==> src/rtl/wbdma.sv <==
// wbdma: single-channel Wishbone DMA engine that copies or fills blocks of 32-bit words.
//
// Ports:
//   wb_clk_i, wb_reset_i        clock; asynchronous active-low reset
//   wb_adr_i .. wb_ack_o        Wishbone slave port: SRC(0), DST(1), LEN(2), CTRL/STAT(3)
//   m_adr_o .. m_ack_i          Wishbone master port towards the memory slaves
// Optional feature: define WBDMA_FILL_EN to honour the FILL bit (pattern fill from SRC).
module wbdma #(
    parameter int AW       = 32,
    parameter int DW       = 32,
    parameter int LEN_BITS = 16
) (
    input  logic            wb_clk_i,
    input  logic            wb_reset_i,
    input  logic [AW-1:0]   wb_adr_i,
    input  logic [DW-1:0]   wb_dat_i,
    output logic [DW-1:0]   wb_dat_o,
    input  logic            wb_we_i,
    input  logic [DW/8-1:0] wb_sel_i,
    input  logic            wb_cyc_i,
    input  logic            wb_stb_i,
    output logic            wb_ack_o,
    output logic [AW-1:0]   m_adr_o,
    output logic [DW-1:0]   m_dat_o,
    input  logic [DW-1:0]   m_dat_i,
    output logic            m_we_o,
    output logic [DW/8-1:0] m_sel_o,
    output logic            m_cyc_o,
    output logic            m_stb_o,
    input  logic            m_ack_i
);
    typedef enum logic [1:0] {IDLE, READ, WRITE, DONE} state_t;
    state_t state_q, state_d;
    logic [AW-1:0] src_q, src_d, dst_q, dst_d, wsrc_q, wsrc_d, wdst_q, wdst_d, adr_q, adr_d;
    logic [LEN_BITS-1:0] len_q, len_d, rem_q, rem_d;
    logic [DW-1:0] data_q, data_d, dat_o_q, dat_o_d;
    logic ack_q, ack_d, go_q, go_d, fill_q, fill_d, abort_q, abort_d;
    logic aborted_q, aborted_d, done_q, done_d, cyc_q, cyc_d, we_q, we_d;
    logic acc, wr, busy, ctrl_wr, start, abort;
    logic unused_adr;
    assign unused_adr = ^wb_adr_i[AW-1:2];
    always_comb begin
        acc       = wb_cyc_i & wb_stb_i & ~ack_q;
        wr        = acc & wb_we_i & (wb_sel_i == '1);
        // go_q covers the cycle between the START write and the first master request
        busy      = go_q | (state_q == READ) | (state_q == WRITE);
        ctrl_wr   = wr & (wb_adr_i[1:0] == 2'd3);
        start     = ctrl_wr & wb_dat_i[0] & ~busy;
        // an ABORT arriving in the same cycle as an ack still ends the transfer
        abort     = abort_q | (ctrl_wr & wb_dat_i[2] & busy);
        state_d   = state_q;
        src_d     = src_q;
        dst_d     = dst_q;
        len_d     = len_q;
        wsrc_d    = wsrc_q;
        wdst_d    = wdst_q;
        rem_d     = rem_q;
        data_d    = data_q;
        go_d      = go_q;
        fill_d    = fill_q;
        abort_d   = abort;
        aborted_d = aborted_q;
        done_d    = done_q;
        ack_d     = acc;
        dat_o_d   = '0;
        if (acc)
            dat_o_d = (wb_adr_i[1:0] == 2'd0) ? DW'(src_q) :
                      (wb_adr_i[1:0] == 2'd1) ? DW'(dst_q) :
                      (wb_adr_i[1:0] == 2'd2) ? DW'(len_q) :
                      DW'({done_q, aborted_q, fill_q, busy});
        if (wr & ~busy) begin
            src_d = (wb_adr_i[1:0] == 2'd0) ? AW'(wb_dat_i) : src_q;
            dst_d = (wb_adr_i[1:0] == 2'd1) ? AW'(wb_dat_i) : dst_q;
            len_d = (wb_adr_i[1:0] == 2'd2) ? wb_dat_i[LEN_BITS-1:0] : len_q;
        end
        if (ctrl_wr & wb_dat_i[3]) begin
            done_d    = 1'b0;
            aborted_d = 1'b0;
        end
        if (start) begin
            wsrc_d    = src_q;
            wdst_d    = dst_q;
            rem_d     = len_q;
            go_d      = (len_q != '0);
            done_d    = (len_q == '0);
            aborted_d = 1'b0;
            abort_d   = 1'b0;
`ifdef WBDMA_FILL_EN
            fill_d    = wb_dat_i[1];
`else
            fill_d    = 1'b0;
`endif
        end
        case (state_q)
            IDLE: if (go_q) begin
                go_d    = 1'b0;
                state_d = fill_q ? WRITE : READ;
                data_d  = DW'(wsrc_q);
            end
            READ: if (m_ack_i) begin
                data_d  = m_dat_i;
                state_d = abort ? DONE : WRITE;
            end
            WRITE: if (m_ack_i) begin
                wsrc_d  = wsrc_q + 1'b1;
                wdst_d  = wdst_q + 1'b1;
                rem_d   = rem_q - 1'b1;
                state_d = (abort || rem_q == LEN_BITS'(1)) ? DONE : fill_q ? WRITE : READ;
            end
            default: state_d = IDLE;
        endcase
        if (state_q != DONE && state_d == DONE) begin
            done_d    = 1'b1;
            aborted_d = abort;
            abort_d   = 1'b0;
        end
        // master outputs are registered from the next state so they hold until ack
        cyc_d = (state_d == READ) | (state_d == WRITE);
        we_d  = (state_d == WRITE);
        adr_d = we_d ? wdst_d : wsrc_d;
    end
    always_ff @(posedge wb_clk_i or negedge wb_reset_i) begin
        if (!wb_reset_i) begin
            state_q   <= IDLE;
            src_q     <= '0;
            dst_q     <= '0;
            len_q     <= '0;
            wsrc_q    <= '0;
            wdst_q    <= '0;
            rem_q     <= '0;
            data_q    <= '0;
            dat_o_q   <= '0;
            adr_q     <= '0;
            ack_q     <= 1'b0;
            go_q      <= 1'b0;
            fill_q    <= 1'b0;
            abort_q   <= 1'b0;
            aborted_q <= 1'b0;
            done_q    <= 1'b0;
            cyc_q     <= 1'b0;
            we_q      <= 1'b0;
        end else begin
            state_q   <= state_d;
            src_q     <= src_d;
            dst_q     <= dst_d;
            len_q     <= len_d;
            wsrc_q    <= wsrc_d;
            wdst_q    <= wdst_d;
            rem_q     <= rem_d;
            data_q    <= data_d;
            dat_o_q   <= dat_o_d;
            adr_q     <= adr_d;
            ack_q     <= ack_d;
            go_q      <= go_d;
            fill_q    <= fill_d;
            abort_q   <= abort_d;
            aborted_q <= aborted_d;
            done_q    <= done_d;
            cyc_q     <= cyc_d;
            we_q      <= we_d;
        end
    end
    assign wb_ack_o = ack_q;
    assign wb_dat_o = dat_o_q;
    assign m_adr_o  = adr_q;
    assign m_dat_o  = data_q;
    assign m_we_o   = we_q;
    assign m_cyc_o  = cyc_q;
    assign m_stb_o  = cyc_q;
    assign m_sel_o  = {(DW/8){cyc_q}};
endmodule

==> config.mk <==
export PLATFORM = sky130hd
export DESIGN_NAME = wbdma
export DESIGN_NICKNAME = d
export VERILOG_FILES = /design/src/rtl/wbdma.sv
export SDC_FILE = /design/constraint.sdc
export NUM_CORES = 1
export LEC_CHECK = 0
export ABC_AREA = 0
export CAP_MARGIN = 20
export CORE_MARGIN = 8
export CORE_UTILIZATION = 64
export DETAILED_ROUTE_END_ITERATION = 10
export DONT_BUFFER_PORTS = 1
export PLACE_DENSITY = 0.8
export SYNTH_ARGS = -nofsm -noshare
export SYNTH_HDL_FRONTEND = slang
export SYNTH_SLANG_ARGS = --single-unit
==> constraint.sdc <==
create_clock -name wb_clk_i -period 3.6 [get_ports wb_clk_i]
set_clock_uncertainty 0.1 [all_clocks]
set_input_delay 0.54 -clock wb_clk_i [delete_from_list [all_inputs] [get_ports wb_clk_i]]
set_output_delay 0.54 -clock wb_clk_i [all_outputs]
set_load 0.01 [all_outputs]
==> flow_summary_export.csv, run 1 <==
group,metric,value,unit
floorplanning,io_pins,210,
finish,nets,1257,
critical_path,slowest_stage,"dfrtp_1",
run_status,status,"finished, violations left",
finish,stdcell_area,13480,um2
finish,syn2layout_area_growth,8.293,%
clock_tree,cts_made_buffers,26,
synth,syn_nets,1279,
finish,fin_util,69.95,%
hold_path,hold_class,"input port to asynchronous set/reset pin",
finish,n_antenna_cell,0,
placed_design,dpl_cell_area,12660,um2
clock_tree,clock_path_buffers,3,
sta,fmax,314.6,MHz
critical_path,cp_data_required_time,3.94,ns
critical_path,worstSetupPathType,"register to register",
finish,final_cells,1426,
power_and_ir_drop,p_leak,5.947,nW
synth,netlist_area,12450,um2
placed_design,dpl.cell_count,1382,
run_status,violations,"negative hold slack",
routing,wl,33710,um
clock_tree,worstSkewPairLatency,0.53,ns
sta,final.setup.tns,0,ns
floorplanning,core_area,19270,um2
placed_design,io_buffers,0,
synth,yosys_warnings,0,
global_routing,grt_max_degree,266,
clock_tree,clock-sinks,265,
routing,avgRoutedWirePerCell,23.64,um
synth,synth-edff-count,0,
placed_design,hpwl,24010,um
clock_tree,postCtsResizedCells,0,
critical_path,cp_top_family,"simple AND/OR/NAND/NOR gates",
global_routing,grt_usage,27.65,%
global_routing,first_global_vias,9293,
synth,syn_area_per_cell,10.67,um2
routing,vias_per_cell,6.656,
placed_design,place.gp.congestion,0.9772,
clock_tree,root_buffer,"clkbuf_16",
sta,final-setup-viol-count,0,
clock_tree,cts_tree,"yes",
critical_path,cp_cell_sequence,"nor2b_1, or3_1, a31oi_1, and2_1, o21ai_0, a22o_1, ha_1, buf_4, or3_1, o31ai_1",
synth,synth-async-reset-ratio,100.0,%
critical_path,critPathCaptureType,"register",
routing,ant_nets,0,
floorplanning,die_w,155.5,um
floorplanning,rows,51,
synth,ys_seq_area_share,53.28,%
finish,drive_gt1_share,17.23,%
clock_tree,cts_setup_buffers,0,
sta,slew_viol_final,0,
clock_tree,clk_pin_slew,0.06,ns
sta,period_share,88.31,%
sta,min_period,3.179,ns
power_and_ir_drop,total_power,9.382,mW
synth,synth_cells,1167,
routing,first_iter_violations,936,
routing,vias,9492,
sta,maxSlewHeadroom,31.48,%
global_routing,grt-ovfl-total,0,
sta,rsz0062_at_grt,"no",
floorplanning,die_h,155.5,um
synth,ys_types,67,
synth,synth-main-ff-cell,"dfrtp_1",
routing,drcViolationCount,0,
critical_path,slowest_delay,0.51,ns
routing,firstDrtPassIters,6,
clock_tree,cts-htree-levels,1,
synth,synth-seq-cells,265,
global_routing,grt_antenna_before_repair,0,
floorplanning,start_util,64.59,%
sta,finalHoldViolations,265,
power_and_ir_drop,power_density,696.0,nW/um2
critical_path,crit_path_start_kind,"register",
sta,tightest_slew,1.026,ns
critical_path,crit_fanout,30,
floorplanning,die_area,24170,um2
critical_path,worstPathArrival,3.52,ns
sta,finalHoldWorstSlack,-0.3844,ns
critical_path,cp_common_cell,"or3_1",
global_routing,grt_pass1_wl,52680,um
power_and_ir_drop,irDropWorstVdd,0.0004611,V
run,maxCapViolations,0,
critical_path,worst-path-buf-inv,1,
[worst paths after layout]
check,slack (ns),to,depth (start not counted),from
worst max register to register,0.42,m_adr_o[14]$_DFF_PN0_,10,state_q[1]$_DFF_PN0_
worst max-delay path,0.42,m_adr_o[14]$_DFF_PN0_,10,state_q[1]$_DFF_PN0_
max in group asynchronous,3.36,wb_dat_o[25]$_DFF_PN0_,0,wb_reset_i
worst min register to register,0.39,rem_q[15]$_DFF_PN0_,1,rem_q[15]$_DFF_PN0_
worst min-delay path,-0.38,m_dat_o[2]$_DFFE_PN0P_,0,wb_reset_i
min in group wb_clk_i,0.05,src_q[9]$_DFFE_PN0P_,1,wb_dat_i[9]
[layer usage]
layer	wire, um	GRT usage [%]
met5	0	0
met2	14800	40.77
met1	13860	38.69
met3	4324	9.015
met4	724	7.532
[area by class of cell]
class                   count  area [um2]
inverters                  16       60.06
well taps                 265       331.6
clock inverters             6       41.29
fillers                  1406        5792
flip-flops and latches    265        6631
clock buffers              38       777.0
multi-input cells         810        5418
repair buffers             26       220.2
[registers in the layout, indices dropped and copies added, names as in the netlist]
signal / cells
abort_q: 1
aborted_q: 1
done_q: 1
dst_q: 32
go_q: 1
len_q: 16
m_adr_o: 32
m_cyc_o: 1
m_dat_o: 32
m_we_o: 1
rem_q: 16
src_q: 32
state_q: 2
wb_ack_o: 1
wb_dat_o: 32
wdst_q: 32
wsrc_q: 32
[worst register-to-register path, delay by kind of cell (launching register included)]
| family | cells | cell delay (ns) |
|---|---|---|
| adder cells (fa/ha/maj) | 1 | 0.22 |
| AND/OR/NAND/NOR | 4 | 1.28 |
| AO/OA/AOI/OAI | 4 | 0.70 |
| buffers and inverters | 1 | 0.28 |
| flip-flops | 1 | 0.51 |
[cell usage after synthesis (5+ instances only)]
| master | count | area, um2 |
|---|---|---|
| o32ai_1 | 6 | 52.55 |
| nand4_1 | 21 | 131.4 |
| or3_1 | 12 | 75.07 |
| inv_1 | 15 | 56.30 |
| o21ai_0 | 71 | 355.3 |
| a311oi_1 | 6 | 52.55 |
| and4_1 | 13 | 113.9 |
| mux2_2 | 101 | 1137 |
| nor2_1 | 123 | 461.7 |
| o22ai_1 | 13 | 81.33 |
| a211oi_1 | 17 | 127.6 |
| ha_1 | 6 | 75.07 |
| o221a_2 | 5 | 56.30 |
| o31ai_1 | 6 | 45.04 |
| buf_2 | 12 | 60.06 |
| nand3_1 | 43 | 215.2 |
| clkbuf_1 | 50 | 187.7 |
| o211ai_1 | 10 | 75.07 |
| buf_4 | 7 | 52.55 |
| and2_1 | 7 | 43.79 |
| a31oi_1 | 5 | 31.28 |
| nor3_1 | 27 | 135.1 |
| a21oi_1 | 69 | 345.3 |
| mux2i_1 | 61 | 610.6 |
| nand2_1 | 97 | 364.1 |
| and3_1 | 12 | 75.07 |
| nor4_1 | 11 | 68.82 |
| dfrtp_1 | 265 | 6631 |
[through the flow]
stage | setup slack (ns) | hold WS [ns]
5_1_grt | 0.2762 | -0.3954
3_3_place_gp | 0.6037 | 0.1537
6_report | 0.4209 | -0.3844
2_1_floorplan | 0.4218 | 0.1444
4_1_cts | 0.4616 | -0.3954
3_5_place_dp | 0.4656 | 0.1556
[kinds of logic after synthesis]
logic type | synth area share [%]
AND/OR/NAND/NOR | 15.36
flip-flops | 53.28
AO/OA/AOI/OAI | 12.46
multiplexers | 14.95
buffers and inverters | 3.347
adder cells (fa/ha/maj) | 0.6031
[placed cells by master (no fill, tap or decap), types with 5 or more instances in the layout]
master       n
nand2_1     97
and4_1      13
buf_4       24
a31oi_1      5
nand4_1     21
nor4_1      11
o31ai_1      6
and2_1       7
nor2_1     123
ha_1         6
o211ai_1    10
o22ai_1     13
clkbuf_16   27
nor3_1      26
inv_1       15
a311oi_1     6
a21oi_1     69
nand3_1     42
and3_1      12
clkbuf_8     6
or3_1       12
mux2_2     101
clkbuf_1     5
mux2i_1     61
o21ai_0     71
a211oi_1    17
o221a_2      5
o32ai_1      6
dfrtp_1    265
[where the power goes]
part,switching [mW],internal (mW),leakage (nW),total (mW)
logic,1.32,0.925,2.23,2.24
registers,0.904,3.64,3.32,4.55
clock network,1.10,1.49,0.400,2.59
No activity file was read; power rests on OpenSTA's default activity.
==> inputs of run 2 (changes only) <==
==> constraint.sdc (replaced) <==
create_clock -name wb_clk_i -period 3.2 [get_ports wb_clk_i]
set_clock_uncertainty 0.1 [all_clocks]
set_input_delay 0.48 -clock wb_clk_i [delete_from_list [all_inputs] [get_ports wb_clk_i]]
set_output_delay 0.48 -clock wb_clk_i [all_outputs]
set_load 0.01 [all_outputs]
==> run 2 against run 1 <==
Compared with the run above:
- the run still ends with negative hold slack left
- global-route usage grew 0.81 points
- sequential cell count unchanged
- utilization grew 2.1 points
- cell count up 2.5%
- register-to-register slack got worse by 0.28 ns
- routed wire length rose by 2.7%
- largest cell class unchanged
==> flow_summary_export.csv, run 2 (same netlist as run 1, synthesis figures left out) <==
group,metric,value,unit
power_and_ir_drop,p_int,6.965,mW
clock_tree,cts_tree,"yes",
critical_path,crit_path_start_kind,"register",
sta,maxSlewHeadroom,34.99,%
sta,min_period,3.062,ns
clock_tree,cts_setup_buffers,0,
hold_path,hold_class,"input port to asynchronous set/reset pin",
routing,vias_per_cell,6.616,
power_and_ir_drop,power_density,777.7,nW/um2
run_status,status,"finished, violations left",
floorplanning,start_util,64.59,%
routing,avgRoutedWirePerCell,23.68,um
sta,tightest_slew,0.9731,ns
placed_design,io_buffers,0,
run_status,violations,"negative hold slack",
global_routing,grt_usage,28.46,%
floorplanning,die_h,155.5,um
floorplanning,die_area,24170,um2
finish,nets,1291,
floorplanning,io_pins,210,
power_and_ir_drop,total_power,10.80,mW
routing,firstDrtPassIters,6,
sta,finalHoldWorstSlack,-0.4649,ns
power_and_ir_drop,p_switching,3.831,mW
floorplanning,core_area,19270,um2
placed_design,dpl.cell_count,1384,
critical_path,worstSetupPathType,"register to register",
placed_design,hpwl,23910,um
global_routing,grt_antenna_before_repair,0,
routing,vias,9673,
critical_path,cp_data_required_time,3.56,ns
finish,final_cells,1462,
global_routing,grt_max_degree,266,
finish,drive_gt1_share,17.21,%
sta,timing.final.ws_setup,0.1383,ns
routing,wl,34620,um
sta,fmax,326.6,MHz
finish,layout_common_cells,"dfrtp_1, nor2_1, mux2_2, nand2_1, o21ai_0",
clock_tree,clock-sinks,265,
global_routing,grt-ovfl-total,0,
critical_path,worstPathArrival,3.42,ns
run,maxCapViolations,0,
clock_tree,cts-htree-levels,1,
sta,rsz0062_at_grt,"no",
sta,finalHoldViolations,265,
sta,slew_viol_final,0,
power_and_ir_drop,clkPwrFrac,28.1,%
routing,drcViolationCount,0,
clock_tree,clock_path_buffers,3,
power_and_ir_drop,switching_share,35.48,%
floorplanning,rows,51,
critical_path,crit_fanout,10,
clock_tree,clk_pin_slew,0.07,ns
critical_path,critPathCaptureType,"register",
finish,n_antenna_cell,0,
clock_tree,ctsHoldBuffers,32,
critical_path,rr_worst_depth,10,
clock_tree,cts_made_buffers,26,
power_and_ir_drop,p_leak,6.119,nW
clock_tree,root_buffer,"clkbuf_16",
finish,layout_commonest_cell,"dfrtp_1",
finish,syn2layout_area_growth,11.54,%
power_and_ir_drop,irDropWorstVdd,0.0004658,V
placed_design,place.gp.congestion,0.9615,
sta,period_share,95.68,%
routing,ant_nets,0,
placed_design,pre_cts_slack,-0.1231,ns
floorplanning,die_w,155.5,um
global_routing,grt_pass1_wl,54400,um
routing,first_iter_violations,1090,
clock_tree,worstSkewPairLatency,0.55,ns
global_routing,first_global_vias,9425,
sta,final-setup-viol-count,0,
power_and_ir_drop,seqPwrFrac,47.4,%
power_and_ir_drop,combPwrFrac,24.5,%
[run 2: cell count changes in the layout (fill, tap and decap cells not counted), sizes merged]
cell,delta
buf,+2
inv,-1
bufinv,+1
clkinv,+2
dlygate4sd3,+32
[run 2: power groups by stage]
| stage | Clock, mW | Combinational [mW] | Sequential (mW) |
|---|---|---|---|
| floorplan | 0 | 2.11 | 4.78 |
| global placement | 0 | 2.45 | 5.11 |
| detailed placement | 0 | 2.53 | 5.14 |
| CTS | 3.07 | 2.60 | 5.09 |
| global route | 3.21 | 2.90 | 5.22 |
| finish | 3.04 | 2.64 | 5.12 |
[run 2: metal layers]
layer	track usage (%)	vias up	wire [um]
met5	0	-	0
met4	6.608	0	692
met3	7.795	61	4345
met2	42.13	580	15200
met1	41.09	4755	14380
li1	-	4277	-
[run 2: area by class of cell]
| class | count | area (um2) |
|---|---|---|
| clock inverter | 8 | 92.59 |
| sequential | 265 | 6631 |
| multi-input combinational | 810 | 5420 |
| fill | 1385 | 5388 |
| timing repair buffer | 60 | 580.6 |
| tap | 265 | 331.6 |
| inverter | 16 | 61.31 |
| clock buffer | 38 | 765.7 |
[run 2: timing repair]
item | in CTS | in global routing
endpoints found under the hold margin | 345 | 265
resized for setup | 1 | 1
endpoints found under the setup margin | 2 | 3
[run 2: worst max-delay path: stages (launching register included)]
cell and delay, ns:
dfrtp_1 0.43, and4b_1 0.29, and4_1 0.31, a31oi_1 0.16, and2_1 0.21, o21ai_0 0.13, a22o_1 0.25, ha_2 0.32
clkinv_2 0.24, or3_1 0.44, o31ai_1 0.07
[run 2: worst paths after layout]
kind / endpoint / from / slack [ns]
worst max-delay path: m_adr_o[17]$_DFF_PN0_ / wb_ack_o$_DFF_PN0_ / 0.14
worst min-delay path: m_dat_o[0]$_DFFE_PN0P_ / wb_reset_i / -0.46
worst max register to register: m_adr_o[17]$_DFF_PN0_ / wb_ack_o$_DFF_PN0_ / 0.14
worst min register to register: rem_q[15]$_DFF_PN0_ / rem_q[15]$_DFF_PN0_ / 0.41
max in group asynchronous: wdst_q[1]$_DFF_PN0_ / wb_reset_i / 2.86
min in group wb_clk_i: m_dat_o[20]$_DFFE_PN0P_ / m_dat_i[20] / 0.04
[run 2: stage by stage]
stage	TNS (ns)	cell area, um2	hold WS, ns	util (%)
6_report	0	13880	-0.4649	72.04
3_5_place_dp	-0.1332	12700	0.09419	65.91
3_3_place_gp	0	12700	0.09265	65.91
5_1_grt	0	13880	-0.4767	72.04
2_1_floorplan	0	12450	0.08441	-
4_1_cts	0	13880	-0.4707	72.03
==> inputs of run 3 (changes only) <==
--- a/config.mk
+++ b/config.mk
@@ -11,6 +11,7 @@
 export CORE_UTILIZATION = 64
 export DETAILED_ROUTE_END_ITERATION = 10
 export DONT_BUFFER_PORTS = 1
+export HOLD_SLACK_MARGIN = 0.06
 export PLACE_DENSITY = 0.8
 export SYNTH_ARGS = -nofsm -noshare
 export SYNTH_HDL_FRONTEND = slang
==> run 3 against run 2 <==
Compared with the run above:
- the run still ends with negative hold slack left
- non-clock buffer count increased by 26
- clock-buffer cell count unchanged
- power increased by 0.46%
- critical path depth decreased by 1
- cell count increased by 1.8%
==> flow_summary_export.csv, run 3 (same netlist as run 1, synthesis figures left out) <==
group,metric,value,unit
critical_path,cp_data_required_time,3.56,ns
power_and_ir_drop,switching_share,35.57,%
placed_design,dpl_cell_area,12700,um2
hold_path,hold_class,"input port to asynchronous set/reset pin",
finish,syn2layout_area_growth,13.65,%
clock_tree,clk_pin_slew,0.07,ns
global_routing,grt_usage,29.34,%
critical_path,worstPathArrival,3.41,ns
global_routing,grt_pass1_wl,55920,um
power_and_ir_drop,p_leak,6.228,nW
power_and_ir_drop,power_density,766.7,nW/um2
power_and_ir_drop,p_switching,3.858,mW
placed_design,io_buffers,0,
run_status,violations,"negative hold slack",
placed_design,dpl.cell_count,1384,
critical_path,crit_fanout,10,
sta,maxSlewHeadroom,34.97,%
routing,ant_nets,0,
global_routing,grt-ovfl-total,0,
finish,fin_util,73.41,%
sta,min_period,3.056,ns
finish,final_cells,1489,
finish,drive_gt1_share,16.84,%
placed_design,place.gp.congestion,0.9615,
clock_tree,cts_tree,"yes",
floorplanning,start_util,64.59,%
clock_tree,cts_made_buffers,26,
placed_design,hpwl,23910,um
sta,fmax,327.2,MHz
power_and_ir_drop,total_power,10.85,mW
routing,avgRoutedWirePerCell,23.83,um
clock_tree,clock_path_buffers,3,
routing,first_iter_violations,1113,
clock_tree,cts-htree-levels,1,
finish,layout_commonest_cell,"dfrtp_1",
finish,stdcell_area,14150,um2
floorplanning,core_area,19270,um2
run_status,status,"finished, violations left",
power_and_ir_drop,seqPwrFrac,47.2,%
sta,rsz0062_at_grt,"no",
sta,final-setup-viol-count,0,
routing,vias_per_cell,6.580,
sta,period_share,95.50,%
power_and_ir_drop,clkPwrFrac,28.0,%
critical_path,crit_path_start_kind,"register",
sta,finalHoldWorstSlack,-0.4625,ns
global_routing,first_global_vias,9628,
global_routing,grt_max_degree,266,
power_and_ir_drop,combPwrFrac,24.8,%
floorplanning,rows,51,
global_routing,grt_antenna_before_repair,0,
routing,wl,35480,um
finish,nets,1317,
floorplanning,die_area,24170,um2
floorplanning,die_h,155.5,um
power_and_ir_drop,irDropWorstVdd,0.0004645,V
clock_tree,clock-sinks,265,
clock_tree,root_buffer,"clkbuf_16",
clock_tree,ctsHoldBuffers,58,
run,maxCapViolations,0,
finish,layout_common_cells,"dfrtp_1, nor2_1, mux2_2, nand2_1, o21ai_0",
routing,drcViolationCount,0,
routing,vias,9798,
critical_path,worstSetupPathType,"register to register",
critical_path,critPathCaptureType,"register",
floorplanning,io_pins,210,
power_and_ir_drop,p_int,6.987,mW
sta,finalHoldViolations,265,
routing,firstDrtPassIters,5,
floorplanning,die_w,155.5,um
finish,fillers,1339,
clock_tree,worstSkewPairLatency,0.55,ns
sta,slew_viol_final,0,
sta,tightest_slew,0.9734,ns
-- run 3: path summary, 6_finish.rpt --
kind	depth (start not counted)	to	slack, ns	from
max reg2reg	9	m_adr_o[17]$_DFF_PN0_	0.14	rem_q[1]$_DFF_PN0_
max	9	m_adr_o[17]$_DFF_PN0_	0.14	rem_q[1]$_DFF_PN0_
min	0	m_dat_o[0]$_DFFE_PN0P_	-0.46	wb_reset_i
max in group asynchronous	0	wb_dat_o[25]$_DFF_PN0_	3.10	wb_reset_i
min reg2reg	1	rem_q[14]$_DFF_PN0_	0.42	rem_q[14]$_DFF_PN0_
min in group wb_clk_i	2	m_dat_o[6]$_DFFE_PN0P_	0.07	m_dat_i[6]
-- run 3: power by group through the flow --
| stage | sequential, mW | clock, mW | combinational [mW] |
|---|---|---|---|
| after floorplan | 4.78 | 0 | 2.11 |
| after global placement | 5.11 | 0 | 2.45 |
| after detailed placement | 5.14 | 0 | 2.53 |
| after CTS | 5.09 | 3.07 | 2.63 |
| after global routing | 5.22 | 3.21 | 2.94 |
| final | 5.12 | 3.04 | 2.69 |
-- run 3: metal layers --
layer	GRT usage [%]	vias up	part of all wire (%)
met4	7.856	0	2.2
met1	42.13	4872	42
met5	0	-	0
met2	43.61	551	44
li1	-	4315	-
met3	7.490	60	11
-- run 3: through the flow --
stage,setup WS [ns],TNS [ns],hold slack (ns)
after detailed placement,-0.1231,-0.1332,0.09419
after CTS,0.07160,0,-0.4707
final,0.1439,0,-0.4625
after global placement,0.07111,0,0.09265
after floorplan,0.08175,0,0.08441
after global routing,0.03869,0,-0.4767
-- run 3: area by class of cell --
cell class	instances	area (um2)	share of cell area, %
Sequential cell	265	6631	46.88
Multi-Input combinational cell	810	5420	38.32
Timing Repair Buffer	86	840.8	5.944
Clock buffer	38	765.7	5.413
Tap cell	265	331.6	2.344
Clock inverter	8	92.59	0.6545
Inverter	16	61.31	0.4334
Antenna cell	1	2.502	0.01769
-- run 3: critical path, stage by stage (launching register included) --
cell	delay (ns)
dfrtp_1	0.40
inv_1	0.11
ha_1	0.15
or4b_2	0.60
o21ai_0	0.28
a22o_1	0.25
ha_2	0.32
clkinv_2	0.24
or3_1	0.44
o31ai_1	0.07
-- run 3: timing repair --
action	4_1_cts	5_1_grt
gates cloned	0	0
hold endpoints to repair	378	265
gates resized for setup	1	1
setup buffers	0	0
setup endpoints to repair	2	3
